File: src/rtl/core_store_unit_pkg.sv
// ----------------------------------------------------------------------------
// core_store_unit_pkg
//   Shared definitions for the store unit: bus widths, STORE funct3 codes,
//   FSM state encoding and small helpers used by the alignment logic.
// ----------------------------------------------------------------------------
package core_store_unit_pkg;

  localparam int DATA_WIDTH = 32;
  localparam int BE_WIDTH   = DATA_WIDTH / 8;

  // STORE funct3 codes; everything from 3 to 7 is illegal.
  localparam logic [2:0] STORE_SB = 3'd0;
  localparam logic [2:0] STORE_SH = 3'd1;
  localparam logic [2:0] STORE_SW = 3'd2;

  typedef enum logic [1:0] {
    ST_IDLE,
    ST_REQ_LO,
    ST_REQ_HI,
    ST_DONE
  } state_e;

  function automatic logic op_is_legal(input logic [2:0] op);
    return (op == STORE_SB) || (op == STORE_SH) || (op == STORE_SW);
  endfunction

  // Byte-enable mask of the access before it is shifted into its lanes.
  function automatic logic [BE_WIDTH-1:0] op_mask(input logic [2:0] op);
    logic [BE_WIDTH-1:0] m;
    case (op)
      STORE_SB: m = 4'b0001;
      STORE_SH: m = 4'b0011;
      STORE_SW: m = 4'b1111;
      default:  m = 4'b0000;
    endcase
    return m;
  endfunction

  // Expands a byte-enable mask into a bit mask (one byte of ones per enable).
  function automatic logic [DATA_WIDTH-1:0] byte_mask(input logic [BE_WIDTH-1:0] m);
    logic [DATA_WIDTH-1:0] bm;
    for (int i = 0; i < BE_WIDTH; i++) begin
      bm[8*i +: 8] = {8{m[i]}};
    end
    return bm;
  endfunction

endpackage

File: src/rtl/core_store_align.sv
// ----------------------------------------------------------------------------
// core_store_align
//   Purely combinational lane alignment for a store. The access is shifted
//   into a 64-bit window spanning the addressed word and the next one; the
//   upper half is only non-zero when the access crosses a word boundary.
// Ports
//   op      in  3   STORE funct3
//   off     in  2   byte offset within the word (addr[1:0])
//   data    in  32  rs2 value, LSB-justified
//   be8     out 8   byte enables over the two-word window
//   d64     out 64  lane-aligned data over the two-word window
//   split   out 1   access touches the second word
//   illegal out 1   funct3 is not a supported store
// ----------------------------------------------------------------------------
module core_store_align
  import core_store_unit_pkg::*;
(
  input  logic [2:0]              op,
  input  logic [1:0]              off,
  input  logic [DATA_WIDTH-1:0]   data,
  output logic [2*BE_WIDTH-1:0]   be8,
  output logic [2*DATA_WIDTH-1:0] d64,
  output logic                    split,
  output logic                    illegal
);

  logic [BE_WIDTH-1:0] mask;

  always_comb begin
    mask    = op_mask(op);
    be8     = {{BE_WIDTH{1'b0}}, mask} << off;
    // Unused upper bytes of rs2 are cleared so disabled lanes carry zero.
    d64     = {{DATA_WIDTH{1'b0}}, data & byte_mask(mask)} << {off, 3'b000};
    split   = |be8[2*BE_WIDTH-1:BE_WIDTH];
    illegal = !op_is_legal(op);
  end

endmodule

File: src/rtl/core_store_unit.sv
// ----------------------------------------------------------------------------
// core_store_unit
//   Store path between the MEM stage and the data-memory write port. Accepts
//   one store at a time, aligns it onto the bus, and issues one or two word
//   writes (two when the access straddles a word boundary). The MEM stage is
//   held off via m_store_ready_o until the final grant has been seen.
// Ports
//   clk_i             in  1   core clock
//   rst_i             in  1   asynchronous, active-high reset
//   m_store_valid_i   in  1   MEM stage presents a store
//   m_store_op_i      in  3   STORE funct3
//   m_addr_i          in  32  byte address
//   m_wdata_i         in  32  rs2 value, LSB-justified
//   m_store_ready_o   out 1   idle and accepting (accept = valid & ready)
//   m_store_done_o    out 1   one-cycle completion pulse
//   m_store_illegal_o out 1   one-cycle pulse with done for illegal funct3
//   data_req_o        out 1   write request
//   data_we_o         out 1   write enable, mirrors data_req_o
//   data_addr_o       out 32  word-aligned address
//   data_be_o         out 4   byte enables
//   data_wdata_o      out 32  lane-aligned write data
//   data_gnt_i        in  1   memory accepts the request this cycle
// ----------------------------------------------------------------------------
module core_store_unit
  import core_store_unit_pkg::*;
(
  input  logic                  clk_i,
  input  logic                  rst_i,
  input  logic                  m_store_valid_i,
  input  logic [2:0]            m_store_op_i,
  input  logic [DATA_WIDTH-1:0] m_addr_i,
  input  logic [DATA_WIDTH-1:0] m_wdata_i,
  output logic                  m_store_ready_o,
  output logic                  m_store_done_o,
  output logic                  m_store_illegal_o,
  output logic                  data_req_o,
  output logic                  data_we_o,
  output logic [DATA_WIDTH-1:0] data_addr_o,
  output logic [BE_WIDTH-1:0]   data_be_o,
  output logic [DATA_WIDTH-1:0] data_wdata_o,
  input  logic                  data_gnt_i
);

  state_e                  state_q, state_d;
  logic [2:0]              op_q;
  logic [DATA_WIDTH-1:0]   addr_q;
  logic [DATA_WIDTH-1:0]   data_q;

  logic [2*BE_WIDTH-1:0]   be8;
  logic [2*DATA_WIDTH-1:0] d64;
  logic                    split;
  logic                    illegal;

  logic                    accept;
  logic [DATA_WIDTH-1:0]   word_base;

  assign accept    = m_store_valid_i && (state_q == ST_IDLE);
  assign word_base = {addr_q[DATA_WIDTH-1:2], 2'b00};

  // Alignment works on the captured store so bus fields stay stable while
  // the MEM stage changes its inputs during a stall.
  core_store_align u_align (
    .op      (op_q),
    .off     (addr_q[1:0]),
    .data    (data_q),
    .be8     (be8),
    .d64     (d64),
    .split   (split),
    .illegal (illegal)
  );

  // NOTE: sequential state uses non-blocking assignments so every register
  // samples the pre-edge values, independent of statement order.
  always_ff @(posedge clk_i or posedge rst_i) begin
    if (rst_i) begin
      state_q <= ST_IDLE;
      op_q    <= '0;
      addr_q  <= '0;
      data_q  <= '0;
    end else begin
      state_q <= state_d;
      if (accept) begin
        op_q   <= m_store_op_i;
        addr_q <= m_addr_i;
        data_q <= m_wdata_i;
      end
    end
  end

  // Bus outputs decode from the state register only, so an asynchronous
  // reset drops data_req_o immediately and the grant cannot glitch them.
  always_comb begin
    // NOTE: every output of this block gets a default first; a path that
    // leaves one unassigned would otherwise infer a latch.
    state_d           = state_q;
    m_store_ready_o   = 1'b0;
    m_store_done_o    = 1'b0;
    m_store_illegal_o = 1'b0;
    data_req_o        = 1'b0;
    data_we_o         = 1'b0;
    data_addr_o       = '0;
    data_be_o         = '0;
    data_wdata_o      = '0;

    case (state_q)
      ST_IDLE: begin
        m_store_ready_o = 1'b1;
        if (m_store_valid_i) begin
          state_d = op_is_legal(m_store_op_i) ? ST_REQ_LO : ST_DONE;
        end
      end

      ST_REQ_LO: begin
        data_req_o   = 1'b1;
        data_we_o    = 1'b1;
        data_addr_o  = word_base;
        data_be_o    = be8[BE_WIDTH-1:0];
        data_wdata_o = d64[DATA_WIDTH-1:0];
        if (data_gnt_i) begin
          state_d = split ? ST_REQ_HI : ST_DONE;
        end
      end

      ST_REQ_HI: begin
        data_req_o   = 1'b1;
        data_we_o    = 1'b1;
        // Plain 32-bit add: the last word of the address space wraps to 0.
        data_addr_o  = word_base + DATA_WIDTH'(4);
        data_be_o    = be8[2*BE_WIDTH-1:BE_WIDTH];
        data_wdata_o = d64[2*DATA_WIDTH-1:DATA_WIDTH];
        if (data_gnt_i) begin
          state_d = ST_DONE;
        end
      end

      ST_DONE: begin
        m_store_done_o    = 1'b1;
        m_store_illegal_o = illegal;
        state_d           = ST_IDLE;
      end

      default: state_d = ST_IDLE;
    endcase
  end

endmodule

File: config.mk
export PLATFORM = sky130hd
export DESIGN_NAME = core_store_unit
export DESIGN_NICKNAME = d
export VERILOG_FILES = /design/src/rtl/core_store_unit_pkg.sv /design/src/rtl/core_store_align.sv /design/src/rtl/core_store_unit.sv
export SDC_FILE = /design/constraint.sdc
export NUM_CORES = 1
export LEC_CHECK = 0
export BUFFER_PORTS_ARGS = -buffer_cell sky130_fd_sc_hd__buf_4
export CAP_MARGIN = 20
export CORE_MARGIN = 4
export CORE_UTILIZATION = 51
export DETAILED_ROUTE_END_ITERATION = 8
export PLACE_DENSITY_LB_ADDON = 0.1
export SLEW_MARGIN = 5
export SYNTH_ARGS = -nofsm -noshare
export SYNTH_HDL_FRONTEND = slang
export SYNTH_SLANG_ARGS = --single-unit
File: constraint.sdc
create_clock -name clk_i -period 2.2 [get_ports clk_i]
set_input_delay 0.11 -clock clk_i [delete_from_list [all_inputs] [get_ports clk_i]]
set_output_delay 0.11 -clock clk_i [all_outputs]
set_load 0.05 [all_outputs]
======== Word level (Yosys, flattened, before mapping) ========
Index checks and enable logic that the tools add are counted.
word-level totals
  register bits after elaboration ......... 69
  input port bits ......................... 71
  logic and storage cells ................. 44
operators by class
  add/sub/neg operators ................... 1
  eq/ne operators ......................... 10
  shift operators ......................... 2
  mux-type cells .......................... 14
  bitwise logic cells ..................... 1
  reductions and logical operators ........ 12
operators by type and width
  operator                                       number
  case mux 32 bit (2 select lines)               2
  left shift 32 x 5 -> 64 bit                    1
  adder 32 x 3 -> 32 bit, second input constant  1
  bitwise AND 32 bit                             1
  case mux 4 bit (3 select lines)                1
  two-way mux 2 bit                              4
  case mux 2 bit (4 select lines)                1
  case mux 4 bit (2 select lines)                1
  left shift 4 x 2 -> 8 bit                      1
  == test 3 x 1 -> 1 bit, second input constant  2
  == test 3 x 2 -> 1 bit, second input constant  2
  zero test 3 bit                                2
  inequality test 2 bit, second input constant   3
  two-way mux 1 bit                              5
  == test 2 bit, second input constant           2
  logical OR 1 bit                               4
  OR reduction 4 bit                             1
  AND reduction 3 bit                            1
  == test 2 x 1 -> 1 bit, second input constant  1
  zero test 2 bit                                1
  OR reduction 2 bit                             1
  logical AND 1 bit                              1
  zero test 1 bit                                1

======== Longest topological paths before layout ========
  depth in word-level cells ............... 7
  depth in mapped cells ................... 9
  mapped depth without buffers ............ 6

======== Modules after synthesis ========
A second synthesis with hierarchy kept.
second synthesis, totals
  cell total of the unflattened synthesis .. 601
  area total of the unflattened synthesis .. 5472.7 um^2
modules (own cells, without submodules)
  module            instances  cells an instance  area each (um^2)
  core_store_unit   1          442                4405.5
  core_store_align  1          159                1067.3

======== Worst setup path after synthesis ========
Ideal clock, no wire load.
  path type ............................... register -> output
  from .................................... reg state_q[0]
  to ...................................... out data_addr_o[13]
  arrival time ............................ 3351 ps
  data required time ...................... 2090 ps
  path slack .............................. -1261 ps
  stages on the path, launching flop included .. 7
  cell sequence ........................... dfrtp_1 > inv_1 > ha_1 > nand2_1 > clkbuf_1 > buf_1 > o41ai_1
between the ends
  word-level cells in the longest chain between the ends .. 2
  elaborated cells on any way between the ends .. 3
ends and longest elaborated chain
  item                                                     RTL line                RTL
  start, declared                                          core_store_unit.sv:44   state_e state_q, state_d;
  start signal, assigned                                   core_store_unit.sv:81   state_q <= state_d;
  == test 2 bit or == test 2 x 1 -> 1 bit (tied branches)  core_store_unit.sv:105  case (state_q)
  case mux 32 bit (2 select lines) *                       core_store_unit.sv:105
  end, declared                                            core_store_unit.sv:38   output logic [DATA_WIDTH-1:0] data_addr_o,
Mark *: on every way between the ends. The rest lies on a longest branch, timed or not.

======== Worst setup path after layout ========
  from .................................... reg state_q[0]
  to ...................................... out data_addr_o[27]
Same word-level chain as after synthesis.

==> summary by stage <==
Run status
The run finished, with violations left. The checks that failed: negative hold slack, negative setup slack.

Global route
The number of antenna violations at the first check in global routing came to 0. The via count of the first global-routing pass is 6100. The global router's overall resource usage is 34.4%.

Entering global routing, the biggest net connects 43 pins. The wire length of the first global-routing pass is 31.2 mm. The total overflow reported by the global router is 0.

Yosys
Of the synthesized area, sequential elements account for 35.0%. For this run, the leading register cell type out of synthesis is sky130_fd_sc_hd__dfrtp_1. The count of cell types in the netlist is 62. The Yosys step of the flow raised 0 warnings. In this run, synthesis produced a sequential element count of 69. The cell count after synthesis is 526. The synthesized cell area is 0.00493 mm². The count of flip-flops with a built-in enable after synthesis is 0. The share of synthesized registers carrying an async set or reset is 100%.

A synthesized cell averages 9.38 µm².

Timing
The actual transition at the worst max-transition pin is 0.755 ns. The clock arrives with 0.0122 ns of skew. The total negative slack is -2.11 ns. The hold violation count in the final report is 1.

Static timing analysis puts the maximum clock frequency at 420 MHz. Setup repair after global routing could not meet its margin everywhere. The total count of max-transition violations in the final report is 0. The worst path in the final design needs a cycle of 2.38 ns, including I/O delays and setup.

The fraction of the cycle the final worst path needs is 108%. The relative max-transition margin is 49.6%. Setup violations remaining at the end of the flow were counted as 33. Hold timing on the final database bottoms out at a slack of -0.00169 ns. After layout, the worst setup slack is -0.181 ns.

Clock tree
The clock passes through at most 2 buffers. The clock sink count is 69. For the worst-skew pair, the clock arrives at the later sink with an insertion delay of 0.36 ns. The number of buffers added by the clock tree synthesis step is 9.

After clock tree synthesis, the clock-pin slew on the worst setup and hold paths is 0.08 ns. The depth of the CTS H-tree is 3. TritonCTS built the clock tree. The CTS root buffer is sky130_fd_sc_hd__clkbuf_8.

Critical path
The path depth of the worst reg2reg path is 8. The type of the worst setup path is reg -> out. The maximum fanout count along the critical path is 8.

The worst endpoint required time is 2.09 ns. Data arrives at the worst endpoint at 2.27 ns. The critical path startpoint category is a flop.

The capturing element type of the critical path is an output port.

Drt
The number of detailed-route iterations in the first pass is 8. For this run, design rule violations remaining after detail routing come to 0. Dividing the detail-routed via count by the number of cells gives 6.72. For this block, the routed nets add up to 22.7 mm of wire. The detailed router finished its first iteration with 668 violations. For this block, the via count after detailed routing is 6198. Dividing the detail-routed wire length by the instance count gives 24.6 µm. The post-detailed-route count of antenna-violating nets is 0.

Finish
At the end of the flow, the number of nets in the layout was 865. 0 antenna diodes ended up in the layout. Cells with a size suffix above 1 make up 57.1% of the layout. The most common cell after layout, fill and taps aside is sky130_fd_sc_hd__buf_4. Summing all non-filler instances in the final layout gives an area of 0.00852 mm². The layout has 351 filler cells.

The area overhead of the layout relative to synthesis is 72.7%. The top cell types in the final layout, fill and taps aside, are sky130_fd_sc_hd__buf_4 (173), sky130_fd_sc_hd__mux2_2 (75), sky130_fd_sc_hd__dlygate4sd3_1 (62).

Hold path
The worst hold path belongs to the class in -> reg. Along the worst hold path, the cell count comes to 2.

Floorplan
The die extent in x is 106 µm. The die footprint is 0.0113 mm². The initial core utilization is 52.9%. The cell row count is 35. Measured along the y axis, the die boundary spans 106 µm. The core outline area is 0.00933 mm².

The I/O pin count is 144.

Place
The half-perimeter wire length after placement is 12.0 mm. Routability-driven placement finished with a final weighted congestion of 0.971. The cell area after placement is 0.00667 mm². The count of input and output buffers is 141.

Job
The total of max-cap violations is 0.

Power
The design draws 0.0146 W. The total power divided by cell area is 1720 mW/mm². The worst voltage drop across the vdd grid is 0.955 mV. The static leakage power is 3.61 nW.
worst max-delay path: stages (launching register included):
cell and delay [ns]:
sky130_fd_sc_hd__dfrtp_2 0.43, sky130_fd_sc_hd__inv_4 0.06, sky130_fd_sc_hd__ha_4 0.36, sky130_fd_sc_hd__and2_4 0.24, sky130_fd_sc_hd__nand3_2 0.14, sky130_fd_sc_hd__nor4b_2 0.33
sky130_fd_sc_hd__a211o_1 0.19, sky130_fd_sc_hd__buf_6 0.17
what timing repair did:
item,4_1_cts,5_1_grt
hold buffers,62,0
pin swaps,20,14
cloned,1,1
resized for setup,105,72
setup buffers,25,15
setup endpoints to repair,63,64
hold endpoints to repair,92,0
state kept, by name (all words and copies together), names as in the netlist:
name	cells
state_q	2
op_q	3
addr_q	32
data_q	32
metal layers:
metal	part of all wire [%]	GRT usage [%]	up-vias
li1	-	-	2535
met1	32	38.8	2919
met2	50	60.6	556
met3	10	8.50	188
met4	7.5	16.7	0
met5	0	0	-
final timing paths:
path / endpoint / slack (ns) / from
max in group asynchronous: state_q[0] / 1.03 / rst_i
min reg2reg: data_q[20] / 0.57 / data_q[20]
max: data_addr_o[27] / -0.18 / state_q[0]
max reg2reg: state_q[0] / 0.54 / state_q[1]
min in group asynchronous: data_q[20] / 0.48 / rst_i
min: addr_q[28] / -0.002 / m_addr_i[28]
area by class of cell:
cell class	instances	area [µm²]	share of cell area, %
inverter	7	28.8	0.338
sequential	69	1740	20.4
timing repair buffer	299	2690	31.6
multi-input combinational	403	3660	42.9
clock inverter	5	108	1.26
tap	129	161	1.89
clock buffer	10	138	1.62
metrics by stage:
stage                     std cells  util [%]  setup WS, ns
final                           922      91.3        -0.181
after global routing            922      91.3        -0.248
after CTS                       906      87.0       -0.0746
after detailed placement        803      71.5       0.00993
after global placement          803      71.5         0.129
after floorplan                 527         -        -0.171
synth_stat cells (all sizes together), types with 12 or more instances:
| cell | count | area (µm²) |
|---|---|---|
| clkbuf | 36 | 158 |
| o21ai | 35 | 175 |
| nand2 | 50 | 188 |
| buf | 13 | 80.1 |
| dfrtp | 69 | 1730 |
| nor2b | 14 | 87.6 |
| mux2 | 75 | 845 |
| a21oi | 17 | 85.1 |
| a32oi | 12 | 105 |
| nor2 | 18 | 67.6 |
| o2bb2ai | 14 | 123 |
| a31oi | 12 | 75.1 |
cells by family after synthesis:
logic type | count (synthesis) | synth area share (%)
AO/OA/AOI/OAI | 157 | 22.8
AND/OR/NAND/NOR | 154 | 16.5
multiplexers | 84 | 18.9
flip-flops | 69 | 35.0
buffers and inverters | 56 | 5.35
adder cells (fa/ha/maj) | 5 | 1.27
other | 1 | 0.0760
where the power goes:
group | internal [W] | total [W] | switching [W]
combinational | 0.00426 | 0.0104 | 0.00616
sequential | 0.00194 | 0.00285 | 0.000905
clock | 0.000785 | 0.00136 | 0.000576
(Power assumes the default switching activity.)
